<file path="src/rtl/riscvmc_controller_if.sv">
// Instruction-field inputs and datapath control outputs of the multicycle RV32I controller.
// The controller connects through the master modport; the datapath (or a bench) uses the slave modport.
interface riscvmc_controller_if;
  logic [6:0] op;
  logic [2:0] funct3;
  logic       funct7b5;
  logic       Zero;
  logic       PCWrite;
  logic       AdrSrc;
  logic       MemWrite;
  logic       IRWrite;
  logic [1:0] ResultSrc;
  logic [1:0] ALUSrcA;
  logic [1:0] ALUSrcB;
  logic       RegWrite;
  logic [2:0] ImmSrc;
  logic [3:0] ALUControl;
  logic       Retire;
  logic       Illegal;

  modport master (
    input  op, funct3, funct7b5, Zero,
    output PCWrite, AdrSrc, MemWrite, IRWrite, ResultSrc, ALUSrcA, ALUSrcB,
           RegWrite, ImmSrc, ALUControl, Retire, Illegal
  );

  modport slave (
    output op, funct3, funct7b5, Zero,
    input  PCWrite, AdrSrc, MemWrite, IRWrite, ResultSrc, ALUSrcA, ALUSrcB,
           RegWrite, ImmSrc, ALUControl, Retire, Illegal
  );
endinterface

</file>
<file path="src/rtl/riscvmc_controller.sv">
// Multicycle control FSM for an RV32I core sharing one ALU and one unified memory port.
// Outputs are decoded from the current state; write strobes are held low while reset is high.
//
// state    | meaning
// ---------+----------------------------------------------------------
// FETCH    | read instruction at PC, load IR/OldPC, PC <= PC+4
// DECODE   | read registers, ALUOut <= OldPC+imm (branch/jal target)
// MEMADR   | ALUOut <= rs1+imm for lw/sw
// MEMREAD  | read memory at ALUOut
// MEMWB    | rd <= loaded data
// MEMWRITE | write rs2 to memory at ALUOut
// EXECR    | register-register ALU operation
// EXECI    | register-immediate ALU operation
// ALUWB    | rd <= ALUOut
// BRANCH   | compare rs1/rs2, PC <= target when taken
// JAL      | PC <= target, ALUOut <= OldPC+4
// JALR     | PC <= rs1+imm
// LINKWB   | rd <= OldPC+4
// LUI      | rd <= immediate
// AUIPC    | ALUOut <= OldPC+imm
// TRAP     | unsupported instruction, held until reset
module riscvmc_controller (
  input  logic                 clk,
  input  logic                 reset,
  riscvmc_controller_if.master bus
);
  localparam logic [3:0] RESET_STATE = 4'd0;

  localparam logic [6:0] OP_LOAD  = 7'b0000011;
  localparam logic [6:0] OP_STORE = 7'b0100011;
  localparam logic [6:0] OP_REG   = 7'b0110011;
  localparam logic [6:0] OP_IMM   = 7'b0010011;
  localparam logic [6:0] OP_BR    = 7'b1100011;
  localparam logic [6:0] OP_JAL   = 7'b1101111;
  localparam logic [6:0] OP_JALR  = 7'b1100111;
  localparam logic [6:0] OP_LUI   = 7'b0110111;
  localparam logic [6:0] OP_AUIPC = 7'b0010111;

  typedef enum logic [3:0] {
    FETCH    = 4'd0,
    DECODE   = 4'd1,
    MEMADR   = 4'd2,
    MEMREAD  = 4'd3,
    MEMWB    = 4'd4,
    MEMWRITE = 4'd5,
    EXECR    = 4'd6,
    EXECI    = 4'd7,
    ALUWB    = 4'd8,
    BRANCH   = 4'd9,
    JAL      = 4'd10,
    JALR     = 4'd11,
    LINKWB   = 4'd12,
    LUI      = 4'd13,
    AUIPC    = 4'd14,
    TRAP     = 4'd15
  } state_t;

  state_t state;

  always_ff @(posedge clk) begin
    if (reset) begin
      state <= state_t'(RESET_STATE);
    end else begin
      case (state)
        FETCH:    state <= DECODE;
        DECODE: begin
          case (bus.op)
            OP_LOAD, OP_STORE: state <= MEMADR;
            OP_REG:            state <= EXECR;
            OP_IMM:            state <= EXECI;
            OP_BR:             state <= (bus.funct3[2:1] == 2'b00) ? BRANCH : TRAP;
            OP_JAL:            state <= JAL;
            OP_JALR:           state <= JALR;
            OP_LUI:            state <= LUI;
            OP_AUIPC:          state <= AUIPC;
            default:           state <= TRAP;
          endcase
        end
        MEMADR:   state <= bus.op[5] ? MEMWRITE : MEMREAD;
        MEMREAD:  state <= MEMWB;
        MEMWB:    state <= FETCH;
        MEMWRITE: state <= FETCH;
        EXECR:    state <= ALUWB;
        EXECI:    state <= ALUWB;
        ALUWB:    state <= FETCH;
        BRANCH:   state <= FETCH;
        JAL:      state <= ALUWB;
        JALR:     state <= LINKWB;
        LINKWB:   state <= FETCH;
        LUI:      state <= FETCH;
        AUIPC:    state <= ALUWB;
        TRAP:     state <= TRAP;
        default:  state <= TRAP;
      endcase
    end
  end

  logic       pc_write, adr_src, mem_write, ir_write, reg_write, retire, illegal;
  logic [1:0] result_src, src_a, src_b, alu_op;

  always_comb begin
    pc_write   = 1'b0;
    adr_src    = 1'b0;
    mem_write  = 1'b0;
    ir_write   = 1'b0;
    reg_write  = 1'b0;
    retire     = 1'b0;
    illegal    = 1'b0;
    result_src = 2'b00;
    src_a      = 2'b00;
    src_b      = 2'b00;
    alu_op     = 2'b00;
    case (state)
      FETCH: begin
        ir_write   = 1'b1;
        src_b      = 2'b10;
        result_src = 2'b10;
        pc_write   = 1'b1;
      end
      DECODE: begin
        src_a = 2'b01;
        src_b = 2'b01;
      end
      MEMADR: begin
        src_a = 2'b10;
        src_b = 2'b01;
      end
      MEMREAD: adr_src = 1'b1;
      MEMWB: begin
        result_src = 2'b01;
        reg_write  = 1'b1;
        retire     = 1'b1;
      end
      MEMWRITE: begin
        adr_src   = 1'b1;
        mem_write = 1'b1;
        retire    = 1'b1;
      end
      EXECR: begin
        src_a  = 2'b10;
        alu_op = 2'b10;
      end
      EXECI: begin
        src_a  = 2'b10;
        src_b  = 2'b01;
        alu_op = 2'b10;
      end
      ALUWB: begin
        reg_write = 1'b1;
        retire    = 1'b1;
      end
      // only funct3 000 (beq) and 001 (bne) reach this state
      BRANCH: begin
        src_a    = 2'b10;
        alu_op   = 2'b01;
        retire   = 1'b1;
        pc_write = bus.Zero ^ bus.funct3[0];
      end
      JAL: begin
        pc_write = 1'b1;
        src_a    = 2'b01;
        src_b    = 2'b10;
      end
      JALR: begin
        src_a      = 2'b10;
        src_b      = 2'b01;
        result_src = 2'b10;
        pc_write   = 1'b1;
      end
      LINKWB: begin
        src_a      = 2'b01;
        src_b      = 2'b10;
        result_src = 2'b10;
        reg_write  = 1'b1;
        retire     = 1'b1;
      end
      LUI: begin
        result_src = 2'b11;
        reg_write  = 1'b1;
        retire     = 1'b1;
      end
      AUIPC: begin
        src_a = 2'b01;
        src_b = 2'b01;
      end
      TRAP: illegal = 1'b1;
      default: ;
    endcase
  end

  logic [3:0] alu_ctl;

  always_comb begin
    alu_ctl = 4'b0000;
    if (alu_op == 2'b01) begin
      alu_ctl = 4'b0001;
    end else if (alu_op == 2'b10) begin
      case (bus.funct3)
        3'b000: alu_ctl = (bus.op == OP_REG && bus.funct7b5) ? 4'b0001 : 4'b0000;
        3'b001: alu_ctl = 4'b0110;
        3'b010: alu_ctl = 4'b0101;
        3'b011: alu_ctl = 4'b1001;
        3'b100: alu_ctl = 4'b0100;
        3'b101: alu_ctl = bus.funct7b5 ? 4'b1000 : 4'b0111;
        3'b110: alu_ctl = 4'b0011;
        default: alu_ctl = 4'b0010;
      endcase
    end
  end

  logic [2:0] imm_src;

  always_comb begin
    case (bus.op)
      OP_STORE:          imm_src = 3'b001;
      OP_BR:             imm_src = 3'b010;
      OP_JAL:            imm_src = 3'b011;
      OP_LUI, OP_AUIPC:  imm_src = 3'b100;
      default:           imm_src = 3'b000;
    endcase
  end

  assign bus.PCWrite    = pc_write  & ~reset;
  assign bus.MemWrite   = mem_write & ~reset;
  assign bus.IRWrite    = ir_write  & ~reset;
  assign bus.RegWrite   = reg_write & ~reset;
  assign bus.Retire     = retire    & ~reset;
  assign bus.Illegal    = illegal   & ~reset;
  assign bus.AdrSrc     = adr_src;
  assign bus.ResultSrc  = result_src;
  assign bus.ALUSrcA    = src_a;
  assign bus.ALUSrcB    = src_b;
  assign bus.ImmSrc     = imm_src;
  assign bus.ALUControl = alu_ctl;
endmodule
</file>
<file path="src/flat_wrapper.sv">
// flat-port wrapper written by rule: the top's interface ports become plain ports
module riscvmc_controller_flat 
  (clk, reset, bus_op, bus_funct3, bus_funct7b5, bus_Zero, bus_PCWrite, bus_AdrSrc, bus_MemWrite, bus_IRWrite, bus_ResultSrc, bus_ALUSrcA, bus_ALUSrcB, bus_RegWrite, bus_ImmSrc, bus_ALUControl, bus_Retire, bus_Illegal);
  riscvmc_controller_if bus_i ();
  input  logic clk;
  input  logic reset;
  input wire logic [$bits(bus_i.op)-1:0] bus_op;
  input wire logic [$bits(bus_i.funct3)-1:0] bus_funct3;
  input wire logic [$bits(bus_i.funct7b5)-1:0] bus_funct7b5;
  input wire logic [$bits(bus_i.Zero)-1:0] bus_Zero;
  output wire logic [$bits(bus_i.PCWrite)-1:0] bus_PCWrite;
  output wire logic [$bits(bus_i.AdrSrc)-1:0] bus_AdrSrc;
  output wire logic [$bits(bus_i.MemWrite)-1:0] bus_MemWrite;
  output wire logic [$bits(bus_i.IRWrite)-1:0] bus_IRWrite;
  output wire logic [$bits(bus_i.ResultSrc)-1:0] bus_ResultSrc;
  output wire logic [$bits(bus_i.ALUSrcA)-1:0] bus_ALUSrcA;
  output wire logic [$bits(bus_i.ALUSrcB)-1:0] bus_ALUSrcB;
  output wire logic [$bits(bus_i.RegWrite)-1:0] bus_RegWrite;
  output wire logic [$bits(bus_i.ImmSrc)-1:0] bus_ImmSrc;
  output wire logic [$bits(bus_i.ALUControl)-1:0] bus_ALUControl;
  output wire logic [$bits(bus_i.Retire)-1:0] bus_Retire;
  output wire logic [$bits(bus_i.Illegal)-1:0] bus_Illegal;
  assign bus_i.op = bus_op;
  assign bus_i.funct3 = bus_funct3;
  assign bus_i.funct7b5 = bus_funct7b5;
  assign bus_i.Zero = bus_Zero;
  assign bus_PCWrite = bus_i.PCWrite;
  assign bus_AdrSrc = bus_i.AdrSrc;
  assign bus_MemWrite = bus_i.MemWrite;
  assign bus_IRWrite = bus_i.IRWrite;
  assign bus_ResultSrc = bus_i.ResultSrc;
  assign bus_ALUSrcA = bus_i.ALUSrcA;
  assign bus_ALUSrcB = bus_i.ALUSrcB;
  assign bus_RegWrite = bus_i.RegWrite;
  assign bus_ImmSrc = bus_i.ImmSrc;
  assign bus_ALUControl = bus_i.ALUControl;
  assign bus_Retire = bus_i.Retire;
  assign bus_Illegal = bus_i.Illegal;
  riscvmc_controller u_core (.clk(clk), .reset(reset), .bus(bus_i));
endmodule
</file>
<file path="config.mk">
export PLATFORM = sky130hd
export DESIGN_NAME = riscvmc_controller_flat
export DESIGN_NICKNAME = d
export VERILOG_FILES = /design/src/rtl/riscvmc_controller_if.sv /design/src/rtl/riscvmc_controller.sv /design/src/flat_wrapper.sv
export SDC_FILE = /design/constraint.sdc
export NUM_CORES = 1
export LEC_CHECK = 0
export BUFFER_PORTS_ARGS = -buffer_cell sky130_fd_sc_hd__buf_2
export CAP_MARGIN = 40
export CORE_ASPECT_RATIO = 1.1
export CORE_UTILIZATION = 47
export DETAILED_ROUTE_END_ITERATION = 6
export HOLD_SLACK_MARGIN = 0.03
export PLACE_DENSITY = 0.78
export SLEW_MARGIN = 20
export SYNTH_ARGS = -nofsm -noshare
export SYNTH_HDL_FRONTEND = slang
export SYNTH_SLANG_ARGS = --single-unit
</file>
<file path="constraint.sdc">
create_clock -name clk -period 1.42 [get_ports clk]
set_input_delay 0.071 -clock clk [delete_from_list [all_inputs] [get_ports clk]]
set_output_delay 0.071 -clock clk [all_outputs]
set_load 0.005 [all_outputs]
</file>
; Word-level counts from Yosys, hierarchy flattened
; Cells that the tools add are included.
[totals]
reg_bits = 4
output_inout_bits = 20
input_bits = 14
[classes]
n_eq_ne = 32
n_bitwise = 8
reduce_logical = 17
muxes = 21
[op_table]
columns = op, n
row1 = $pmux W4 S8, 2
row2 = $eq A4 B4 Y1 const B, 8
row3 = $pmux W4 S7, 1
row4 = $eq A7 B6 Y1 const B, 3
row5 = $eq A7 B7 Y1 const B, 3
row6 = $eq A4 B3 Y1 const B, 4
row7 = $eq A7 B5 Y1 const B, 2
row8 = $mux W4, 3
row9 = $pmux W2 S2, 3
row10 = $pmux W3 S4, 1
row11 = $reduce_or A4 Y1, 3
row12 = $reduce_or A5 Y1, 2
row13 = $eq A3 B3 Y1 const B, 3
row14 = $reduce_or A3 Y1, 3
row15 = $eq A4 B2 Y1 const B, 2
row16 = $reduce_or A2 Y1, 4
row17 = $eq A7 B2 Y1 const B, 1
row18 = $mux W1, 7
row19 = $and A1 B1 Y1, 6
row20 = $eq A3 B2 Y1 const B, 2
row21 = $mux W3, 2
row22 = $pmux W2 S3, 1
row23 = $reduce_or A6 Y1, 1
row24 = $eq A4 B1 Y1 const B, 1
row25 = 10 further kinds, 10

; Logic depth before layout (Yosys ltp)
; Gate-level depths: netlist of run 1.
[depth]
word_depth = 6
depth_mapped = 6
ltp_nobuf = 4

; Least setup slack after synthesis of run 1
; Ideal clock, no wire load.
[synth_timing]
kind = reg-to-reg
startpoint = reg u_core.state[3]
endpoint = reg u_core.state[3]
stages_incl_launch_ff = 6
setup_ns = 0.071
slack_ns = 0.178
t_arrival_ns = 1.171
required_time_ns = 1.349
path_cell_list = dfxtp_1 > buf_6 > or2_4 > or2_1 > o21bai_1 > a21oi_1
[synth_via]
elab_chain_cells = 3
elab_cells_between_ends = 19
[synth_lines]
columns = element, line_no
row1 = from (decl), riscvmc_controller.sv:58  ; state_t state;
row2 = from (signal assigned), riscvmc_controller.sv:62  ; state <= state_t'(RESET_STATE);
row3 = from (signal assigned), riscvmc_controller.sv:71  ; OP_BR: state <= (bus.funct3[2:1] == 2'b00) ? BRANCH : TRAP;
row4 = from (signal assigned), riscvmc_controller.sv:79  ; MEMADR: state <= bus.op[5] ? MEMWRITE : MEMREAD;
row5 = $eq A4 B3 Y1 or $eq A4 B4 Y1 (tied branches), riscvmc_controller.sv:64  ; case (state)
row6 = $reduce_or A6 Y1 (no line) or $reduce_or A4 Y1 (tied branches), --
row7 = $pmux W4 S8 *, riscvmc_controller.sv:64
; Mark *: on every way between the ends. The rest lies on a longest branch, timed or not.
; A chain may end at the register's enable or synchronous reset.

; Worst setup path in the final report of run 1
[layout_timing]
startpoint = reg u_core.state[3]
endpoint = out bus_ResultSrc[1]
[layout_via]
elab_chain_cells = 3
elab_cells_between_ends = 7
[layout_lines]
columns = element, line_no
row1 = $eq A4 B4 Y1 or $logic_not A4 Y1 (tied branches), riscvmc_controller.sv:113  ; case (state)
row2 = $reduce_or A3 Y1 (no line), --
row3 = $pmux W2 S3 *, riscvmc_controller.sv:113
row4 = to (decl), flat_wrapper.sv:15  ; output wire logic [$bits(bus_i.ResultSrc)-1:0] bus_ResultSrc;
; Marked as above.

==> flow_summary.ini, run 1 <==
[placement]
hpwlAfterDp_um = 1690
io_buffer_count = 33
place_area_um2 = 946
post-place-ws_ps = 24.7
dp.cells = 166
place_congestion = 0.826

[finish]
ff_latch_area_um2 = 90.1
regMostFlops = u_core.state
fillerInstances = 139
multi_input_area_um2 = 663
most-common-layout-cells = buf_2 (33), nor3_1 (14), nand2_1 (13)
final_common_cell = buf_2
antennaDiodeCount = 0
layout.nets = 176
fin_area_um2 = 1110
fin_cells = 177
reg_top3 = u_core.state (4)
fin_util_pct = 71.0
largest_register_ffs = 4
area_growth_pct = 42.8
drive_gt1_share_pct = 46.9

[clock_tree]
htreeDepth = 1
clk_pin_slew_ps = 50
cts_tree = yes
insertion_delay_ps = 260
numClockSinks = 4
clockBufferDepth = 2
cts_made_buffers = 3
root_buffer = clkbuf_4

[timing]
skew_ps = 12.5
rsz0062_at_grt = yes
worst_pin_slew_ps = 304
setup_viol = 2
fin_crit_sh_pct = 111
relSlewSlack_pct = 79.2
fmax_mhz = 636
slew_viol_final = 0
hold_viol = 0
min_period_ps = 1570
setup_ws_ps = -151

[synthesis]
postSynthAreaPerCell_um2 = 6.45
async_flop_share_pct = 0
synth_top_area_cell = nor3_1
synth_area_um2 = 774
ys_warn_count = 0
synth.net_count = 134
ys_types = 44
synth-edff-count = 0
synth_seq_cells = 4
yosysSeqAreaShare_pct = 10.3
synthTopCellsByArea = nor3_1 (12%), dfxtp_1 (10%), nand2_1 (6.8%)
synth_top_area_share_pct = 11.6
syn_inst = 120
synth_top_flop_cell = dfxtp_1

[worst_setup_path]
reg2reg_slack_ps = 60
worst-setup-path-type = flip-flop to output port
worstPathRequired_ps = 1350
arrival_ps = 1500
reg2reg_to = u_core.state[1]$_SDFF_PP0_
r2r_start = u_core.state[2]$_SDFF_PP0_
worstSetupStartpointType = flip-flop
r2r_cells = 5
cp_max_fo = 6
endpoint_kind = output port

[routing]
dr_total_vias = 1096
initialDrtViolationCount = 41
drc = 0
wl_per_cell_um = 14.7
viasPerCell = 6.19
drt_wl_total_um = 2600
ant_nets = 0
firstDrtPassIters = 6

[pwr]
peakVddDrop_mv = 0.472
total_power_mw = 1.13
leakagePower_nw = 0.514
power-per-cell-area_nw_per_um2 = 1020

[global_route]
overflow = 0
grt_pass1_vias = 863
grt_max_degree = 12
grt_util_all_layers_pct = 28.7
grt_pass1_wl_um = 3600
antenna_found_initial = 0

[die]
io_pins = 34
die_x_um = 40.7
die_area_um2 = 1810
fp.dieH_um = 44.6
fp.coreArea_um2 = 1560
rows = 15
start_util_pct = 49.7

[worst_hold_path]
hold_path.class = primary input to flip-flop
hold_depth = 2
holdCritStartpoint = reset
hold_end = u_core.state[2]$_SDFF_PP0_

[run_status]
status = complete, but fails checks
violations = setup timing

[flow_run]
drv_cap = 0
[critical path, stage by stage (launching register included)]
cell	delay, ps
dfxtp_4	370
buf_4	140
nor3_2	150
buf_4	150
a21oi_1	50
o22ai_1	200
buf_2	160
[kinds of logic after synthesis]
group	count (synthesis)	share of synthesized area, %
AO/OA/AOI/OAI	34	31.3
AND/OR/NAND/NOR	59	39.1
buffers and inverters	16	10.7
multiplexers	2	2.91
flip-flops	4	10.3
XOR/XNOR	5	5.66
[what timing repair did]
action	in CTS	in global routing
resized for setup	9	13
hold buffers	0	0
setup endpoints to repair	11	10
pin swaps	3	5
setup buffers	3	5
[worst max path at each step]
stage / start / to / slack [ps] / depth (start not counted)
after detailed placement: u_core.state[3]$_SDFF_PP0_ / u_core.state[3]$_SDFF_PP0_ / 20 / 4
after floorplan: u_core.state[3]$_SDFF_PP0_ / u_core.state[3]$_SDFF_PP0_ / 180 / 5
final: u_core.state[3]$_SDFF_PP0_ / bus_ResultSrc[1] / -150 / 6
after CTS: u_core.state[2]$_SDFF_PP0_ / bus_ALUSrcA[0] / 3 / 4
after global placement: u_core.state[3]$_SDFF_PP0_ / u_core.state[3]$_SDFF_PP0_ / 80 / 4
after global routing: u_core.state[3]$_SDFF_PP0_ / bus_ResultSrc[1] / -230 / 6
[cells in the mapped netlist, drive strengths merged (2+ instances only)]
cell    count
nand3       4
buf         8
dfxtp       4
a31oi       2
nor2b       4
nand2b      3
nand2      15
o21ai       7
or2         2
inv         6
xor2        3
clkbuf      2
a311oi      2
nor2        9
mux2        2
a21oi       7
nor4        3
o22ai       3
nor3       18
xnor2       2
[layout make-up]
class	count	area share (%)
inverter	6	2.04
multi-input combinational	100	60.0
clock buffer	3	2.04
tap	17	1.92
timing repair buffer	47	25.9
sequential	4	8.14
[through the flow]
stage | TNS [ps] | hold slack (ps)
2_1_floorplan | 0 | 191
3_3_place_gp | 0 | 386
3_5_place_dp | 0 | 398
4_1_cts | 0 | 128
5_1_grt | -535 | 156
6_report | -156 | 132
[per-layer routing]
layer,up-vias,track usage [%],share of wire (%)
li1,522,-,-
met1,503,31.7,41
met2,61,49.8,50
met3,10,3.52,5.6
met4,0,16.7,3.2
met5,-,0,0
[power breakdown]
part	switching [mW]	leakage, nW	internal (mW)
logic	0.384	0.466	0.380
registers	0.0570	0.0350	0.142
clock network	0.0720	0.0138	0.0963
Power figures use the tool's default switching activity.
==> run 2, diff against run 1 <==
--- a/config.mk
+++ b/config.mk
@@ -9,6 +9,7 @@
 export CAP_MARGIN = 40
 export CORE_ASPECT_RATIO = 1.1
 export CORE_UTILIZATION = 47
+export CTS_BUF_LIST = sky130_fd_sc_hd__clkbuf_16
 export DETAILED_ROUTE_END_ITERATION = 6
 export HOLD_SLACK_MARGIN = 0.03
 export PLACE_DENSITY = 0.78
==> flow_summary.ini, run 2 (same netlist as run 1, synthesis figures left out) <==
[placement]
hpwlAfterDp_um = 1690
dp.cells = 166
place_area_um2 = 946
place_congestion = 0.826
io_buffer_count = 33

[die]
fp.dieH_um = 44.6
rows = 15
die_area_um2 = 1810
die_x_um = 40.7
io_pins = 34
start_util_pct = 49.7
fp.coreArea_um2 = 1560

[routing]
viasPerCell = 6.01
firstDrtPassIters = 4
drc = 0
initialDrtViolationCount = 27
wl_per_cell_um = 14.5
dr_total_vias = 1057
drt_wl_total_um = 2540
ant_nets = 0

[finish]
fin_cells = 176
antennaDiodeCount = 0
drive_gt1_share_pct = 46.5
area_growth_pct = 48.0
final_common_cell = buf_2
largest_register_ffs = 4
fin_area_um2 = 1150
most-common-layout-cells = buf_2 (33), nor3_1 (13), nand2_1 (12)
layout.nets = 175
reg_top3 = u_core.state (4)
fin_util_pct = 73.6
regMostFlops = u_core.state

[flow_run]
drv_cap = 0

[worst_setup_path]
cp_max_fo = 6
endpoint_kind = output port
worst-setup-path-type = flip-flop to output port
worstSetupStartpointType = flip-flop
r2r_start = u_core.state[3]$_SDFF_PP0_
reg2reg_slack_ps = 90
worstSetupStartpoint = u_core.state[3]$_SDFF_PP0_
worstPathRequired_ps = 1350
arrival_ps = 1320

[global_route]
grt_pass1_wl_um = 3530
grt_pass1_vias = 816
overflow = 0
grt_max_degree = 14
grt_util_all_layers_pct = 28.3
antenna_found_initial = 0

[timing]
hold_viol = 0
fmax_mhz = 716
fin_crit_sh_pct = 98.3
worst_pin_slew_ps = 304
min_period_ps = 1400
setup_viol = 0
slew_viol_final = 0
skew_ps = 1.25
rsz0062_at_grt = yes
relSlewSlack_pct = 79.2

[worst_hold_path]
holdCritStartpoint = reset
hold_path.class = primary input to flip-flop

[clock_tree]
root_buffer = clkbuf_16
clk_pin_slew_ps = 30
insertion_delay_ps = 230
numClockSinks = 4
cts_tree = yes
clockBufferDepth = 2
htreeDepth = 1
cts_made_buffers = 3

[pwr]
total_power_mw = 1.38
peakVddDrop_mv = 0.589
leakagePower_nw = 0.526
power-per-cell-area_nw_per_um2 = 1200

[run_status]
status = finished clean
## run 2: final cells by class
type / count / area [um^2]
Clock buffer: 3 / 75.1
Timing Repair Buffer: 46 / 270
Fill cell: 122 / 412
Multi-Input combinational cell: 100 / 668
Tap cell: 17 / 21.3
Sequential cell: 4 / 88.8
Inverter: 6 / 22.5
## run 2: per-layer routing
metal  routed length, um  track usage, %
met3                  97            3.02
met1                1120            32.1
met4                  45            14.0
met2                1280            49.5
met5                   0               0
## run 2: through the flow
stage	hold WS [ps]	setup TNS (ps)	setup WS [ps]
after floorplan	191	0	178
after global placement	386	0	76.2
after detailed placement	398	0	24.7
after CTS	155	-3.56	-3.56
after global routing	186	-189	-74.7
final	161	0	24.2
## run 2: path summary, 6_finish.rpt
check	endpoint	cells past startpoint
worst max-delay path	bus_ALUSrcA[0]	4
worst min-delay path	u_core.state[0]$_SDFF_PP0_	2
worst max register to register	u_core.state[3]$_SDFF_PP0_	4
worst min register to register	u_core.state[0]$_SDFF_PP0_	4
## run 2: power by group
part / switching, mW / total [mW] / internal, mW
logic: 0.378 / 0.738 / 0.360
registers: 0.0520 / 0.193 / 0.141
clock network: 0.0886 / 0.449 / 0.361
total: 0.519 / 1.38 / 0.861
## run 2: worst max-delay path: stages, from the launching register on
cell and delay, ps:
dfxtp_4 360, or2_4 290, or2_4 280, o21ai_2 50
buf_2 120
## run 2: timing repair
| item | 4_1_cts | 5_1_grt |
|---|---|---|
| gates resized for setup | 8 | 13 |
| pin swaps | 0 | 2 |
| hold buffers | 0 | 0 |
| endpoints found under the setup margin | 11 | 9 |
| buffers inserted | 2 | 5 |
==> run 3, diff against run 2 <==
--- a/config.mk
+++ b/config.mk
@@ -5,14 +5,15 @@
 export SDC_FILE = /design/constraint.sdc
 export NUM_CORES = 1
 export LEC_CHECK = 0
+export ABC_AREA = 1
 export BUFFER_PORTS_ARGS = -buffer_cell sky130_fd_sc_hd__buf_2
 export CAP_MARGIN = 40
 export CORE_ASPECT_RATIO = 1.1
-export CORE_UTILIZATION = 47
+export CORE_UTILIZATION = 48
 export CTS_BUF_LIST = sky130_fd_sc_hd__clkbuf_16
 export DETAILED_ROUTE_END_ITERATION = 6
 export HOLD_SLACK_MARGIN = 0.03
-export PLACE_DENSITY = 0.78
+export PLACE_DENSITY = 0.79
 export SLEW_MARGIN = 20
 export SYNTH_ARGS = -nofsm -noshare
 export SYNTH_HDL_FRONTEND = slang
==> flow_summary.ini, run 3 <==
[pwr]
power-per-cell-area_nw_per_um2 = 1640
leakagePower_nw = 0.575
total_power_mw = 1.80
peakVddDrop_mv = 0.866

[placement]
dp.cells = 191
hpwlAfterDp_um = 1660
place_congestion = 0.953
io_buffer_count = 33
place_area_um2 = 995

[die]
start_util_pct = 52.0
fp.coreArea_um2 = 1600
rows = 15
die_area_um2 = 1900
io_pins = 34
die_x_um = 41.6
fp.dieH_um = 45.6

[finish]
layout.nets = 194
final_common_cell = buf_2
fin_cells = 195
fillerInstances = 145
fin_area_um2 = 1100
most-common-layout-cells = buf_2 (33), nand2_1 (32), inv_1 (15)
largest_register_ffs = 4
regMostFlops = u_core.state
antennaDiodeCount = 0
reg_top3 = u_core.state (4)
area_growth_pct = 32.3
drive_gt1_share_pct = 47.2

[synthesis]
yosysSeqAreaShare_pct = 9.65
synthTopCellsByArea = nand2_1 (14%), dfxtp_1 (9.7%), nor2_4 (8.1%)
synth_area_um2 = 830
synth_top_area_cell = nand2_1
synth_most_common_cell = nand2_1
async_flop_share_pct = 0
synth_commonest_cells = nand2_1 (32), inv_1 (15), nor2_1 (12)
synth_seq_cells = 4
synth_top_flop_cell = dfxtp_1
synth.net_count = 159
postSynthAreaPerCell_um2 = 5.72
synth-edff-count = 0
ys_warn_count = 0
syn_inst = 145
ys_types = 26
synth_top_area_share_pct = 14.5

[timing]
slew_viol_final = 0
hold_viol = 0
fin_crit_sh_pct = 96.4
relSlewSlack_pct = 83.6
min_period_ps = 1370
rsz0062_at_grt = yes
setup_viol = 0
skew_ps = 1.45
fmax_mhz = 731
worst_pin_slew_ps = 244

[routing]
wl_per_cell_um = 10.8
dr_total_vias = 1035
firstDrtPassIters = 4
initialDrtViolationCount = 22
drt_wl_total_um = 2100
ant_nets = 0
drc = 0
viasPerCell = 5.31

[worst_setup_path]
worstSetupStartpointType = flip-flop
slowest_delay_ps = 370
worstSetupStartpoint = u_core.state[3]$_SDFF_PP0_
arrival_ps = 1300
worstPathRequired_ps = 1350
r2r_start = u_core.state[1]$_SDFF_PP0_
reg2reg_to = u_core.state[1]$_SDFF_PP0_
crit_chain = nor2_4, inv_2, nor2_2, nor3_2, a21oi_2, buf_2
slowest_stage = dfxtp_2
worst-setup-path-type = flip-flop to output port
r2r_cells = 6
endpoint_kind = output port
cp_max_fo = 5
reg2reg_slack_ps = 190

[worst_hold_path]
hold_end = u_core.state[0]$_SDFF_PP0_
holdCritStartpoint = reset
hold_path.class = primary input to flip-flop
hold_depth = 2

[clock_tree]
clk_pin_slew_ps = 30
cts_tree = yes
cts_made_buffers = 3
htreeDepth = 1
numClockSinks = 4
root_buffer = clkbuf_16
cts_hold_buf = 0
insertion_delay_ps = 220
clockBufferDepth = 2

[global_route]
grt_util_all_layers_pct = 23.3
overflow = 0
antenna_found_initial = 0
grt_pass1_wl_um = 3370
grt_max_degree = 11
grt_pass1_vias = 847

[flow_run]
drv_cap = 0

[run_status]
status = finished clean
[run 3: cell types whose count changed after synthesis, moves of 7 or more]
cell | before | now
nor3_1 | 18 | 2
nand3_1 | 4 | 11
inv_1 | 4 | 15
nand2_1 | 14 | 32
[run 3: critical path: cells and delay by family, from the launching register on]
kind / cells / cell delay, ps
and+or+nand+nor: 3 / 400
AOI/OAI and AO/OA: 1 / 100
buffers and inverters: 2 / 200
DFF: 1 / 370
[run 3: worst max path at each step]
stage | endpoint
after floorplan | u_core.state[1]$_SDFF_PP0_
after global placement | bus_PCWrite
after detailed placement | bus_PCWrite
after CTS | bus_PCWrite
after global routing | bus_ALUSrcB[0]
final | bus_PCWrite
[run 3: layer usage]
layer / global-route usage, % / share of wire (%)
met5: 0 / 0
met4: 9.68 / 2.7
met3: 3.57 / 3.9
met2: 44.4 / 51
met1: 26.0 / 42
[run 3: stage by stage]
step | worst slack (ps) | hold slack, ps | setup TNS (ps) | utilization (%)
2_1_floorplan | 365 | 265 | 0 | -
3_3_place_gp | 149 | 393 | 0 | 62.4
3_5_place_dp | 154 | 403 | 0 | 62.4
4_1_cts | 11.3 | 164 | 0 | 68.0
5_1_grt | -11.0 | 172 | -13.7 | 68.8
6_report | 51.2 | 162 | 0 | 68.8
[run 3: area by class of cell]
| cell class | count | area [um^2] | share of cell area (%) |
|---|---|---|---|
| clock buffers | 3 | 75.1 | 6.84 |
| inverters | 24 | 90.1 | 8.21 |
| multi-input cells | 113 | 651 | 59.3 |
| flip-flops and latches | 4 | 87.6 | 7.98 |
| well taps | 17 | 21.3 | 1.94 |
| repair buffers | 34 | 173 | 15.7 |
[run 3: timing repair]
action / CTS / global route
gates resized for setup: 7 / 1
pin swaps: 1 / 2
setup buffers: 0 / 1
endpoints found under the setup margin: 8 / 3
[run 3: cell families after synthesis]
family,count (synthesis),synth area share [%]
flip-flops,4,9.65
buffers and inverters,28,13.4
AND/OR/NAND/NOR,86,56.3
AO/OA/AOI/OAI,27,20.7
[run 3: power breakdown]
group / leakage (nW) / internal, mW / total, mW / switching (mW)
combinational: 0.503 / 0.437 / 1.07 / 0.632
sequential: 0.0347 / 0.180 / 0.293 / 0.113
clock: 0.0370 / 0.360 / 0.438 / 0.0783
